**src/rtl/serial_sub_pkg.sv**
```systemverilog
// Shared types and defaults for the bit-serial subtractor.
package serial_sub_pkg;

    typedef enum logic {
        IDLE,
        RUN
    } state_t;

    localparam int unsigned DEFAULT_WIDTH = 8;

endpackage

```
**src/rtl/full_subtractor.sv**
```systemverilog
// One-bit full subtractor cell: out = in1 - in2 - bin, bout is the borrow out.
module full_subtractor (
    input  logic in1,
    input  logic in2,
    input  logic bin,
    output logic out,
    output logic bout
);

    always_comb begin
        out  = in1 ^ in2 ^ bin;
        bout = (~in1 & in2) | (~(in1 ^ in2) & bin);
    end

endmodule

```
**src/rtl/serial_subtractor.sv**
```systemverilog
// Bit-serial unsigned subtractor: in1 - in2 computed LSB-first through one
// full-subtractor cell, WIDTH cycles per operation, one-cycle done pulse.
module serial_subtractor
    import serial_sub_pkg::*;
#(
    parameter int unsigned WIDTH = DEFAULT_WIDTH
) (
    input  logic             clk,
    input  logic             rst,
    input  logic             start,
    input  logic [WIDTH-1:0] in1,
    input  logic [WIDTH-1:0] in2,
    output logic             busy,
    output logic             done,
    output logic [WIDTH-1:0] out,
    output logic             bout
);

    localparam int unsigned CW = $clog2(WIDTH + 1);
    localparam logic [CW-1:0] LAST = CW'(WIDTH - 1);

    state_t           state;
    logic [WIDTH-1:0] a;
    logic [WIDTH-1:0] b;
    logic [WIDTH-2:0] r;
    logic             br;
    logic [CW-1:0]    cnt;
    logic             d;
    logic             bnext;
    logic [WIDTH-1:0] r_shift;

    full_subtractor u_cell (
        .in1  (a[0]),
        .in2  (b[0]),
        .bin  (br),
        .out  (d),
        .bout (bnext)
    );

    // The result register keeps only the WIDTH-1 bits still needed; the
    // bit a full-width shifter would drop off the bottom is never observed.
    always_comb begin
        r_shift = {d, r};
    end

    always_ff @(posedge clk) begin
        if (rst) begin
            state <= IDLE;
            a     <= '0;
            b     <= '0;
            r     <= '0;
            br    <= 1'b0;
            cnt   <= '0;
            busy  <= 1'b0;
            done  <= 1'b0;
            out   <= '0;
            bout  <= 1'b0;
        end else begin
            done <= 1'b0;
            case (state)
                IDLE: begin
                    if (start) begin
                        a     <= in1;
                        b     <= in2;
                        br    <= 1'b0;
                        cnt   <= '0;
                        busy  <= 1'b1;
                        state <= RUN;
                    end
                end
                RUN: begin
                    r   <= r_shift[WIDTH-1:1];
                    a   <= a >> 1;
                    b   <= b >> 1;
                    br  <= bnext;
                    cnt <= cnt + CW'(1);
                    if (cnt == LAST) begin
                        out   <= r_shift;
                        bout  <= bnext;
                        done  <= 1'b1;
                        busy  <= 1'b0;
                        state <= IDLE;
                    end
                end
            endcase
        end
    end

endmodule

```
**config.mk**
```make
export PLATFORM = sky130hd
export DESIGN_NAME = serial_subtractor
export DESIGN_NICKNAME = d
export VERILOG_FILES = /design/src/rtl/serial_sub_pkg.sv /design/src/rtl/full_subtractor.sv /design/src/rtl/serial_subtractor.sv
export SDC_FILE = /design/constraint.sdc
export NUM_CORES = 1
export LEC_CHECK = 0
export CELL_PAD_IN_SITES_DETAIL_PLACEMENT = 2
export CELL_PAD_IN_SITES_GLOBAL_PLACEMENT = 2
export CORE_ASPECT_RATIO = 1.1
export CORE_UTILIZATION = 33
export CTS_CLUSTER_SIZE = 20
export DETAILED_ROUTE_END_ITERATION = 16
export PLACE_DENSITY = 0.78
export SYNTH_ARGS = -nofsm -noshare
export SYNTH_HDL_FRONTEND = slang
export SYNTH_SLANG_ARGS = --single-unit
```
**constraint.sdc**
```tcl
create_clock -name clk -period 2.46 [get_ports clk]
set_input_delay 0.492 -clock clk [delete_from_list [all_inputs] [get_ports clk]]
set_output_delay 0.492 -clock clk [all_outputs]
set_load 0.02 [all_outputs]
```
==> results.yml <==
floorplanning:
  fp-row-count: 26
  die_x_um: 69.7
  initial_core_util: 0.350
  design.portCount: 30
  die_area_um2: 5330
  die_h_um: 76.5
  coreArea_um2: 4750
sta:
  report.final.slew_viol_count: 0
  final.period_utilization: 0.706
  layout_min_cycle_time_ns: 1.74
  max_freq_mhz: 576
  tns_ns: 0
  worstMarginPinSlew_ns: 0.501
  grt_setup_unrepaired: "no"
  final_hold_violating_endpoints: 0
  finalSetupViolCount: 0
  max-slew-margin-rel: 0.664
  fin_skew_ns: 0.00510
grt:
  globalRouteMet1Util: 0.163
  antenna_found_initial: 0
  grt_pass1_wl_um: 6760
  grtUsageMet2: 0.320
  grt_usage: 0.162
  first_global_vias: 1487
  gr-max-usage-layer: "met2"
  overflow: 0
  global_route.usage.met3: 0.0410
  grt_start_max_net_pins: 41
min_path:
  hold-path-endpoint: "out[0]"
  min_delay_path_depth: 2
  hold_start: "out[0]"
  min_path_type: "reg2reg"
logic_synthesis:
  syn-cell-area_um2: 1660
  synth-warning-count: 0
  post_synth_simple_gate_area: 0.174
  post_synth_mux_area_share: 0.149
  synth_seq_cells: 40
  synth_fa_ha_area_frac: 0.0195
  post_synth.cell_area_avg_um2: 9.09
  synth_nets: 204
  synth_compound_gate_area_share: 0.120
  synth_sequential_area_ratio: 0.481
  synth-xor-area-share: 0.00526
  ys_types: 27
  synthesis.instances: 183
  dominant_combinational_cell_family_by_area_after_synthesis: "simple AND/OR/NAND/NOR gates"
placed_design:
  placement.io_buffers: 29
  finalWeightedCongestion: 0.695
  hpwl_after_dpl_um: 2740
clocking:
  postCtsHoldBufs: 0
  cts.path.max_buffers: 2
  worstSkewPairLatency_ns: 0.29
  numCtsBuffers: 5
  tritoncts_num_sinks: 40
  cts_tree: "built"
  cts.root.buffer_cell: "clkbuf_8"
  path_clk_slew_ns: 0.07
  cts.htree.levels: 2
  ctsResizeCount: 0
  cts_setup_buffers: 0
layout:
  antenna-diode-count: 0
  layout.cells.most_common: "nand2_1"
  share_of_post_route_cells_with_drive_strength_above_1: 0.147
  area.growth.synth_to_final_pct: 24.4
  design.final.nets: 231
  layout_common_cells: "nand2_1, dfxtp_1, clkdlybuf4s50_1"
run_status:
  run_status: "finished, final reports clean"
critical_path:
  worstPathRequired_ns: 1.97
  arrival_ns: 1.24
  critical_path.slowest_cell: "clkdlybuf4s50_1"
  critical_path_start_end_classification: "reg2out"
  buffer_and_inverter_count_on_the_worst_path: 1
  timing.reg2reg.worst_path_depth: 4
  crit_family: "buffers and inverters"
  r2r_end: "out[5]"
  setup.worst_path.start: "bout"
  end_kind: "output port"
  setup.worst_path.start_class: "flop"
  path_max_fanout: 2
  timing.reg2reg.setup_slack_ns: 1.03
  crit_path_cell_trace: "clkdlybuf4s50_1"
  timing.critical_path.depth: 1
  cpPeakStageDelay_ns: 0.61
  rr_startpoint: "cnt[0]"
detailed_routing:
  vias_per_cell: 5.06
  detail_route.wl_per_cell_um: 15.1
  drt-total-wl_um: 4020
  final_antenna_net_count: 0
  detailedRoute.firstPassIterationCount: 3
  dr_total_vias: 1351
  drc_errors: 0
  detailedRoute.firstIterationViolations: 36
power_and_ir_drop:
  powerDensity_nw_per_um2: 613
  post-layout-total-power_mw: 1.27
  p_leak_nw: 0.751
  vdd_drop_max_mv: 0.252
run:
  cap_viol_max_count: 0
cell families after synthesis:
logic type | Yosys count
fa+ha+maj | 2
buf+inv | 17
simple gates | 68
mux | 23
xor+xnor | 1
flops | 40
compound gates | 32
per-layer routing:
layer  up-vias  wire length, um
met5         -                0
met4         0               15
li1        666                -
met3         2              137
met2        25             2250
met1       658             1610
stage by stage:
| step | instance area (um2) | hold WS, ns | util | instances | worst slack (ns) |
|---|---|---|---|---|---|
| 6_report | 2070 | 0.460 | 0.436 | 267 | 0.724 |
| 5_1_grt | 2070 | 0.495 | 0.436 | 267 | 0.663 |
| 4_1_cts | 2070 | 0.466 | 0.436 | 267 | 0.701 |
| 3_5_place_dp | 1980 | 0.455 | 0.417 | 259 | 0.540 |
| 3_3_place_gp | 1980 | 0.438 | 0.417 | 259 | 0.588 |
| 2_1_floorplan | 1660 | 0.431 | - | 183 | 1.25 |
flip-flops by register name, indices dropped and copies added (netlist names):
register	cells
a	8
b	8
out	8
r	7
cnt	4
bout	1
br	1
busy	1
done	1
state	1
final cells by class:
cell class	count	area, um2
Sequential cell	40	801
Fill cell	509	2680
Clock buffer	8	90.1
Multi-Input combinational cell	126	777
Inverter	5	18.8
Tap cell	56	70.1
Timing Repair Buffer	32	313
synth_stat cells (all sizes together):
cell	count	area [um2]
a211oi	3	27.5
a21oi	27	158
a31oi	1	6.26
and4b	1	13.8
buf	8	52.5
clkbuf	4	15.0
clkinv	1	3.75
dfxtp	40	801
fa	1	20.0
ha	1	12.5
inv	4	15.0
mux2	14	158
mux2i	9	90.1
nand2	45	169
nand3	1	5.00
nand4b	1	8.76
nor2	13	48.8
nor2b	1	6.26
nor3	3	15.0
nor3b	3	22.5
o21a	1	7.51
xor2	1	8.76
worst max-delay path by stage:
stage / end
2_1_floorplan: b[1]
3_3_place_gp: a[5]
3_5_place_dp: a[2]
4_1_cts: bout
5_1_grt: bout
6_report: bout
where the power goes:
part	internal, mW	switching (mW)
clock	0.229	0.214
combinational	0.0728	0.0685
sequential	0.670	0.0142
No activity file was read; power rests on OpenSTA's default activity.
